### src/rtl/calc_key_sequencer_if.sv
// calc_key_sequencer_if
// Key-entry handshake plus the command strobe bus that the key sequencer
// drives into the operand/operator storage stage.
//   key_valid / key_code / key_ready : debounced key handshake (consumed on valid & ready)
//   num, operator                    : digit value and operator select
//   save_enable, op_enable           : storage target select (00 none, 01 A/result, 10 op, 11 B)
//   equ_enable, clear_enable         : load result into A / clear all storage
//   disp_sel, err                    : display operand select, rejected-key pulse
// master = key source / observer side, slave = sequencer side.
interface calc_key_sequencer_if;
  logic       key_valid;
  logic [3:0] key_code;
  logic       key_ready;
  logic [3:0] num;
  logic [1:0] operator;
  logic [1:0] save_enable;
  logic       op_enable;
  logic       equ_enable;
  logic       clear_enable;
  logic       disp_sel;
  logic       err;

  modport master (
    output key_valid, key_code,
    input  key_ready, num, operator, save_enable, op_enable,
           equ_enable, clear_enable, disp_sel, err
  );

  modport slave (
    input  key_valid, key_code,
    output key_ready, num, operator, save_enable, op_enable,
           equ_enable, clear_enable, disp_sel, err
  );
endinterface

### src/rtl/calc_key_sequencer.sv
// calc_key_sequencer
// Keypad-entry controller: turns debounced key codes into single-cycle
// command strobes for the calculator operand/operator storage stage.
// Tracks digit counts per operand, enforces MAX_DIGITS, and splits a digit
// typed over a shown result into a clear followed by the digit save.
// Ports:
//   clk  : system clock, posedge
//   rst  : synchronous active-high reset
//   kif  : calc_key_sequencer_if.slave (key handshake in, command strobes out)
// Parameter:
//   MAX_DIGITS : digits accepted per operand (1..4)
module calc_key_sequencer #(
  parameter int MAX_DIGITS = 4
) (
  input logic                   clk,
  input logic                   rst,
  calc_key_sequencer_if.slave   kif
);

  typedef enum logic [1:0] {
    S_A    = 2'd0,
    S_B    = 2'd1,
    S_RES  = 2'd2,
    S_PEND = 2'd3
  } state_t;

  localparam logic [2:0] MAX_CNT = 3'(MAX_DIGITS);

  state_t     state, state_n;
  logic [2:0] cnt_a, cnt_a_n;
  logic [2:0] cnt_b, cnt_b_n;
  logic [3:0] pend_digit, pend_digit_n;

  logic [3:0] num_q, num_n;
  logic [1:0] operator_q, operator_n;
  logic [1:0] save_q, save_n;
  logic       op_en_q, op_en_n;
  logic       equ_en_q, equ_en_n;
  logic       clr_en_q, clr_en_n;
  logic       disp_q, disp_n;
  logic       err_q, err_n;

  logic       key_take;
  logic       is_digit, is_op, is_equ, is_clr;
  logic [1:0] op_sel;

  // Key decode. Codes 0xA..0xD map to 00..11; adding 2 to the low two bits
  // of the code yields exactly code-0xA for that range.
  always_comb begin
    is_digit = (kif.key_code <= 4'd9);
    is_op    = (kif.key_code >= 4'hA) && (kif.key_code <= 4'hD);
    is_equ   = (kif.key_code == 4'hE);
    is_clr   = (kif.key_code == 4'hF);
    op_sel   = kif.key_code[1:0] + 2'd2;
  end

  // The only stall is the single S_PEND cycle where the latched digit is saved.
  assign key_take = kif.key_valid && (state != S_PEND);

  always_comb begin
    state_n      = state;
    cnt_a_n      = cnt_a;
    cnt_b_n      = cnt_b;
    pend_digit_n = pend_digit;
    num_n        = num_q;
    operator_n   = operator_q;
    save_n       = 2'b00;
    op_en_n      = 1'b0;
    equ_en_n     = 1'b0;
    clr_en_n     = 1'b0;
    err_n        = 1'b0;

    if (state == S_PEND) begin
      save_n  = 2'b01;
      num_n   = pend_digit;
      cnt_a_n = 3'd1;
      cnt_b_n = 3'd0;
      state_n = S_A;
    end else if (key_take) begin
      if (is_clr) begin
        clr_en_n = 1'b1;
        cnt_a_n  = 3'd0;
        cnt_b_n  = 3'd0;
        state_n  = S_A;
      end else begin
        unique case (state)
          S_A: begin
            if (is_digit) begin
              if (cnt_a < MAX_CNT) begin
                save_n  = 2'b01;
                num_n   = kif.key_code;
                cnt_a_n = cnt_a + 3'd1;
              end else begin
                err_n = 1'b1;
              end
            end else if (is_op) begin
              save_n     = 2'b10;
              op_en_n    = 1'b1;
              operator_n = op_sel;
              cnt_b_n    = 3'd0;
              state_n    = S_B;
            end else begin
              err_n = 1'b1;
            end
          end
          S_B: begin
            if (is_digit) begin
              if (cnt_b < MAX_CNT) begin
                save_n  = 2'b11;
                num_n   = kif.key_code;
                cnt_b_n = cnt_b + 3'd1;
              end else begin
                err_n = 1'b1;
              end
            end else if (is_op) begin
              // Operator may only be changed before any B digit is entered.
              if (cnt_b == 3'd0) begin
                save_n     = 2'b10;
                op_en_n    = 1'b1;
                operator_n = op_sel;
              end else begin
                err_n = 1'b1;
              end
            end else if (is_equ && (cnt_b != 3'd0)) begin
              save_n   = 2'b01;
              equ_en_n = 1'b1;
              cnt_a_n  = MAX_CNT;
              state_n  = S_RES;
            end else begin
              err_n = 1'b1;
            end
          end
          S_RES: begin
            // A digit over a shown result starts a fresh entry: clear now,
            // save the digit from S_PEND on the following cycle.
            if (is_digit) begin
              clr_en_n     = 1'b1;
              pend_digit_n = kif.key_code;
              state_n      = S_PEND;
            end else begin
              err_n = 1'b1;
            end
          end
          default: begin
            state_n = S_A;
          end
        endcase
      end
    end

    disp_n = (state_n == S_B);
  end

  always_ff @(posedge clk) begin
    if (rst) begin
      state      <= S_A;
      cnt_a      <= 3'd0;
      cnt_b      <= 3'd0;
      num_q      <= 4'd0;
      operator_q <= 2'b00;
      save_q     <= 2'b00;
      op_en_q    <= 1'b0;
      equ_en_q   <= 1'b0;
      clr_en_q   <= 1'b0;
      disp_q     <= 1'b0;
      err_q      <= 1'b0;
    end else begin
      state      <= state_n;
      cnt_a      <= cnt_a_n;
      cnt_b      <= cnt_b_n;
      num_q      <= num_n;
      operator_q <= operator_n;
      save_q     <= save_n;
      op_en_q    <= op_en_n;
      equ_en_q   <= equ_en_n;
      clr_en_q   <= clr_en_n;
      disp_q     <= disp_n;
      err_q      <= err_n;
    end
  end

  // Pending digit is pure data; it is only read in S_PEND, which reset leaves.
  always_ff @(posedge clk) begin
    pend_digit <= pend_digit_n;
  end

  assign kif.key_ready    = (state != S_PEND);
  assign kif.num          = num_q;
  assign kif.operator     = operator_q;
  assign kif.save_enable  = save_q;
  assign kif.op_enable    = op_en_q;
  assign kif.equ_enable   = equ_en_q;
  assign kif.clear_enable = clr_en_q;
  assign kif.disp_sel     = disp_q;
  assign kif.err          = err_q;

endmodule

### src/flat_wrapper.sv
// flat-port wrapper written by rule: the top's interface ports become plain ports
module calc_key_sequencer_flat 
#(
  parameter int MAX_DIGITS = 4
)
  (clk, rst, kif_key_valid, kif_key_code, kif_key_ready, kif_num, kif_operator, kif_save_enable, kif_op_enable, kif_equ_enable, kif_clear_enable, kif_disp_sel, kif_err);
  calc_key_sequencer_if kif_i ();
  input logic clk;
  input logic rst;
  input wire logic [$bits(kif_i.key_valid)-1:0] kif_key_valid;
  input wire logic [$bits(kif_i.key_code)-1:0] kif_key_code;
  output wire logic [$bits(kif_i.key_ready)-1:0] kif_key_ready;
  output wire logic [$bits(kif_i.num)-1:0] kif_num;
  output wire logic [$bits(kif_i.operator)-1:0] kif_operator;
  output wire logic [$bits(kif_i.save_enable)-1:0] kif_save_enable;
  output wire logic [$bits(kif_i.op_enable)-1:0] kif_op_enable;
  output wire logic [$bits(kif_i.equ_enable)-1:0] kif_equ_enable;
  output wire logic [$bits(kif_i.clear_enable)-1:0] kif_clear_enable;
  output wire logic [$bits(kif_i.disp_sel)-1:0] kif_disp_sel;
  output wire logic [$bits(kif_i.err)-1:0] kif_err;
  assign kif_i.key_valid = kif_key_valid;
  assign kif_i.key_code = kif_key_code;
  assign kif_key_ready = kif_i.key_ready;
  assign kif_num = kif_i.num;
  assign kif_operator = kif_i.operator;
  assign kif_save_enable = kif_i.save_enable;
  assign kif_op_enable = kif_i.op_enable;
  assign kif_equ_enable = kif_i.equ_enable;
  assign kif_clear_enable = kif_i.clear_enable;
  assign kif_disp_sel = kif_i.disp_sel;
  assign kif_err = kif_i.err;
  calc_key_sequencer #(.MAX_DIGITS(MAX_DIGITS)) u_core (.clk(clk), .rst(rst), .kif(kif_i));
endmodule
### config.mk
export PLATFORM = sky130hd
export DESIGN_NAME = calc_key_sequencer_flat
export DESIGN_NICKNAME = d
export VERILOG_FILES = /design/src/rtl/calc_key_sequencer_if.sv /design/src/rtl/calc_key_sequencer.sv /design/src/flat_wrapper.sv
export SDC_FILE = /design/constraint.sdc
export NUM_CORES = 1
export LEC_CHECK = 0
export CAP_MARGIN = 20
export CELL_PAD_IN_SITES_DETAIL_PLACEMENT = 0
export CELL_PAD_IN_SITES_GLOBAL_PLACEMENT = 2
export CORE_MARGIN = 8
export CORE_UTILIZATION = 27
export CTS_BUF_LIST = sky130_fd_sc_hd__clkbuf_4 sky130_fd_sc_hd__clkbuf_8
export DETAILED_ROUTE_END_ITERATION = 7
export PLACE_DENSITY_LB_ADDON = 0.1
export SLEW_MARGIN = 20
export SYNTH_ARGS = -nofsm -noshare
export SYNTH_HDL_FRONTEND = slang
export SYNTH_SLANG_ARGS = --single-unit
### constraint.sdc
create_clock -name clk -period 2.08 [get_ports clk]
set_input_delay 0.416 -clock clk [delete_from_list [all_inputs] [get_ports clk]]
set_output_delay 0.416 -clock clk [all_outputs]
set_load 0.03 [all_outputs]
==> impl_metrics.yaml, run 1 <==
setup_path:
  path_cells: "clkdlybuf4s50_1 > buf_4 > nand3_4 > o32ai_1 > a311oi_1 > o2111a_1"
  slowest_stage: "clkdlybuf4s50_1"
  cp-start-kind: "input port"
  critical_path.max_stage_delay_ps: 570
  path_max_fanout: 6
  cp.arrival_ps: 2080
  required_ps: 2250
  crit_type: "in2reg"
  end_kind: "flop"
yosys:
  synthArstFlopShare: 0
  synth_edf_count: 4
  synth_largest_area_cell: "dfxtp_1"
  yosys.area.top_type_share: 0.300
  seq_area_frac_synth: 0.385
  synth_warnings: 0
  yosysUniqueCellTypes: 53
  avgSynthCellArea_um2: 9.48
  syn-cell-area_um2: 1400
  ys_dominant_reg_cell: "dfxtp_1"
  syn_nets: 158
  ys_top_cells_by_area: "dfxtp_1 30%, edfxtp_1 8.6%, nor2_1 4.3%"
  postSynthCellCount: 148
  ys_ff_latch: 25
layout:
  n_antenna_cell: 0
  finish.instance_area_um2: 1870
  fin_cells: 258
  area_growth_pct: 33.3
  nNetsFinal: 199
  drive_gt1_frac: 0.250
timing:
  relSlewSlack: 0.690
  max_freq_ghz: 0.521
  setup_viol: 0
  grt_setup_unrepaired: "no"
  finClkSkew_ps: 1.30
  setup_tns_ps: 0
  finalHoldViolCount: 0
  worstMarginPinSlew_ps: 464
  fin_ws_ps: 161
  finalWorstPathRequiredPeriod_ps: 1920
  slew_viol_final: 0
  min_period_over_period: 0.923
placement:
  dp.final_hpwl_mm: 3.02
  pre_cts_ws_ps: -190
  placed_area_um2: 1820
  portBuffers: 20
  dp.cells: 254
  gp_congestion: 0.853
clocking:
  h-tree-depth: 1
  clk_pin_slew_ps: 90
  cts_tree: "yes"
  clock-sinks: 25
  clk_latency_ps: 270
  numCtsBuffers: 3
  cts-root-buf: "clkbuf_8"
  cts_buffer_depth: 2
  hold_buffers: 0
global_routing:
  grt_use_total: 0.109
  grt_pass1_wl_mm: 6.49
  grt_overflow_total: 0
  antenna_found_initial: 0
  grt_pass1_vias: 1257
  grt_max_degree: 20
run_status:
  outcome: "finished, final reports clean"
floorplan:
  core-area_um2: 5070
  die_width_um: 88.1
  die_h_um: 88.1
  num_rows: 26
  ios: 21
  start_util: 0.276
  die_area_um2: 7760
worst_hold_path:
  hp-class: "reg2reg"
routing:
  initialDrtViolationCount: 86
  drt-vias-per-instance: 4.79
  drt_wl_total_mm: 3.88
  ant_nets: 0
  vias: 1236
  drc: 0
  first_pass_iters: 4
  wire_per_inst_um: 15.1
power_and_ir_drop:
  p_total_uw: 1060
  p_leak_uw: 0.000707
  ir_worst_vdd_mv: 0.234
  power.density_nw_per_um2: 569
flow_run:
  maxCapViolations: 0
-- cell usage after synthesis, drive strengths merged (2+ instances only) --
master,number
o31ai,2
a21oi,9
buf,7
o211ai,2
nor2,17
nand2b,2
nor3,4
ha,3
mux2i,2
o21ai,4
nand3,10
a211oi,4
inv,6
nand2,16
a311oi,6
and3,2
dfxtp,21
nand4,3
clkbuf,2
edfxtp,4
nor2b,3
and4,2
-- repair_timing --
item	CTS	global route
setup endpoints to repair	0	3
buffers inserted	0	0
gates resized for setup	0	1
-- power breakdown --
group          total (µW)  leakage, µW  internal (µW)  switching (µW)
clock                 300    0.0000217            136             164
combinational         245     0.000478            108             137
sequential            519     0.000207            510            9.34
-- logic make-up after synthesis --
| family | after synthesis | share of synthesized area |
|---|---|---|
| XOR/XNOR | 1 | 0.0116 |
| buffers and inverters | 15 | 0.0776 |
| flip-flops | 25 | 0.385 |
| adder cells (fa/ha/maj) | 4 | 0.0339 |
| AND/OR/NAND/NOR | 64 | 0.253 |
| multiplexers | 3 | 0.0223 |
| AO/OA/AOI/OAI | 36 | 0.216 |
-- through the flow --
stage | hold slack [ps] | util
2_1_floorplan | 446 | -
3_3_place_gp | 462 | 0.358
3_5_place_dp | 471 | 0.358
4_1_cts | 487 | 0.368
5_1_grt | 502 | 0.368
6_report | 479 | 0.368
-- cell type report --
class / count / area, µm²
fill: 561 / 3210
multi-input combinational: 108 / 757
sequential: 25 / 541
timing repair buffer: 45 / 413
tap: 70 / 87.6
clock buffer: 3 / 41.3
inverter: 6 / 22.5
clock inverter: 1 / 7.51
-- state kept, by name, summed over array words and instances, names as in the netlist --
register / count
u_core.kif.num: 4
u_core.pend_digit: 4
u_core.cnt_a: 3
u_core.cnt_b: 3
u_core.kif.operator: 2
u_core.kif.save_enable: 2
u_core.state: 2
u_core.kif.clear_enable: 1
u_core.kif.disp_sel: 1
u_core.kif.equ_enable: 1
u_core.kif.err: 1
u_core.kif.op_enable: 1
-- critical path: cells and delay by family --
family                 cells  cell delay, ps
and+or+nand+nor            1              60
AOI/OAI and AO/OA          3             840
buffers and inverters      2             760
-- routing by layer --
layer	vias to the layer above	track usage	wire length, µm	part of all wire
met5	-	0	0	0
met4	0	0.0323	23	0.0059
met3	2	0.0178	126	0.032
met2	20	0.176	1830	0.47
met1	599	0.143	1910	0.49
li1	615	-	-	-
-- cell usage in the layout (no fill, tap or decap), types with 6 or more instances in the layout --
master	count
inv_1	6
nor2_1	16
a311oi_1	6
nand3_1	9
a21oi_1	7
nand2_1	13
buf_4	23
dfxtp_1	21
clkdlybuf4s50_1	20
-- path summary, 6_finish.rpt --
path                         from               to  slack (ps)  cells past startpoint
hold reg to reg   u_core.cnt_a[1]  u_core.cnt_a[1]         480                      2
setup / recovery  kif_key_code[2]   u_core.kif.err         160                      6
setup reg to reg  u_core.cnt_b[0]   u_core.kif.err         280                      6
hold / removal    u_core.cnt_a[1]  u_core.cnt_a[1]         480                      2
Power figures use the tool's default switching activity.
==> run 2, diff against run 1 <==
Settings changed: CAP_MARGIN 20 to not set, CORE_UTILIZATION 27 to 34.
==> run 2 against run 1 <==
Against the previous run:
- sequential power is essentially flat
- clock power rose by 3%
- die area decreased by 17%
- hold slack improved by 8.4 ps
- design area fell by 2.6%
- total power grew 0.53%
- sequential share of layout area grew 0.77 points
- largest power group unchanged
==> impl_metrics.yaml, run 2 (same netlist as run 1, synthesis figures left out) <==
floorplan:
  ios: 21
  die_area_um2: 6440
  die_h_um: 80.2
  die_width_um: 80.2
  core-area_um2: 4000
  num_rows: 23
  start_util: 0.351
placement:
  gp_congestion: 0.850
  portBuffers: 20
  dp.final_hpwl_mm: 2.91
  placed_area_um2: 1770
setup_path:
  slowest_stage: "clkdlybuf4s50_1"
  path_cells: "nand2_2 > clkdlybuf4s50_1"
  critical_path.max_stage_delay_ps: 720
  crit_type: "reg2out"
  end_kind: "primary output"
  required_ps: 1660
  cp.arrival_ps: 1530
  path_max_fanout: 10
  cp-start-kind: "flop"
routing:
  first_pass_iters: 5
  drt-vias-per-instance: 5.26
  drt_wl_total_mm: 3.81
  ant_nets: 0
  wire_per_inst_um: 16.1
  initialDrtViolationCount: 62
  drc: 0
  vias: 1247
layout:
  layout_common_cells: "23 x buf_4, 21 x dfxtp_1, 20 x clkdlybuf4s50_1"
  area_growth_pct: 29.8
  fin_util: 0.455
  final.fill_count: 406
  finish.instance_area_um2: 1820
  nNetsFinal: 198
  mostFrequentLayoutCell: "buf_4"
  drive_gt1_frac: 0.241
  n_antenna_cell: 0
power_and_ir_drop:
  power.density_nw_per_um2: 588
  p_total_uw: 1070
  p_leak_uw: 0.000701
  ir_worst_vdd_mv: 0.228
timing:
  grt_setup_unrepaired: "no"
  finalWorstPathRequiredPeriod_ps: 1940
  slew_viol_final: 0
  max_freq_ghz: 0.514
  min_period_over_period: 0.935
  relSlewSlack: 0.754
  setup_viol: 0
  finalHoldViolCount: 0
  finClkSkew_ps: 2.38
  worstMarginPinSlew_ps: 367
  hold_slack_ps: 487
clocking:
  clk_latency_ps: 270
  cts_buffer_depth: 2
  hold_buffers: 0
  cts_tree: "yes"
  clk_pin_slew_ps: 90
  post_cts_resized: 0
  clock-sinks: 25
  cts-root-buf: "clkbuf_8"
  h-tree-depth: 1
  numCtsBuffers: 3
  post_cts_buffers: 0
worst_hold_path:
  hp-class: "reg2reg"
global_routing:
  grt_max_degree: 20
  grt_overflow_total: 0
  grt_pass1_wl_mm: 6.39
  grt_pass1_vias: 1260
  grt_use_total: 0.126
  antenna_found_initial: 0
run_status:
  outcome: "finished, final reports clean"
flow_run:
  maxCapViolations: 0
==> run 2: worst max-delay path, delay by kind of cell (launching register included) <==
family	cells	cell delay [ps]
buffers and inverters	1	720
DFF	1	330
and+or+nand+nor	1	210
==> run 2: power breakdown <==
part / switching (µW) / internal (µW) / leakage, µW
combinational: 135 / 107 / 0.000468
sequential: 10.2 / 510 / 0.000207
clock: 158 / 150 / 0.0000262
==> run 2: final timing paths <==
path,from,end,slack (ps),cells after the start
max reg2reg,u_core.cnt_b[0],u_core.kif.disp_sel,390,7
min,u_core.cnt_a[1],u_core.cnt_a[1],490,2
min reg2reg,u_core.cnt_a[1],u_core.cnt_a[1],490,2
max,u_core.state[0],kif_key_ready,140,2
==> run 2: metrics by stage <==
stage                     setup TNS, ps  setup WS (ps)  instances
after floorplan                       0            591        148
after global placement             -102          -54.8        233
after detailed placement           -228          -73.4        233
after CTS                             0            107        237
after global routing                  0           69.4        237
final                                 0            136        237
==> run 2: area by class of cell <==
class                           instances  area (µm²)  area share
Clock buffer                            4        48.8      0.0268
Inverter                                6        22.5      0.0124
Multi-Input combinational cell        108         753       0.414
Sequential cell                        25         541       0.297
Tap cell                               50        62.6      0.0344
Timing Repair Buffer                   44         393       0.216
==> run 2: per-layer routing <==
metal | track usage | up-vias | share of wire
met5 | 0 | - | 0
met4 | 0.0582 | 0 | 0.014
met3 | 0.0223 | 5 | 0.054
met2 | 0.190 | 36 | 0.44
met1 | 0.169 | 586 | 0.49
li1 | - | 620 | -
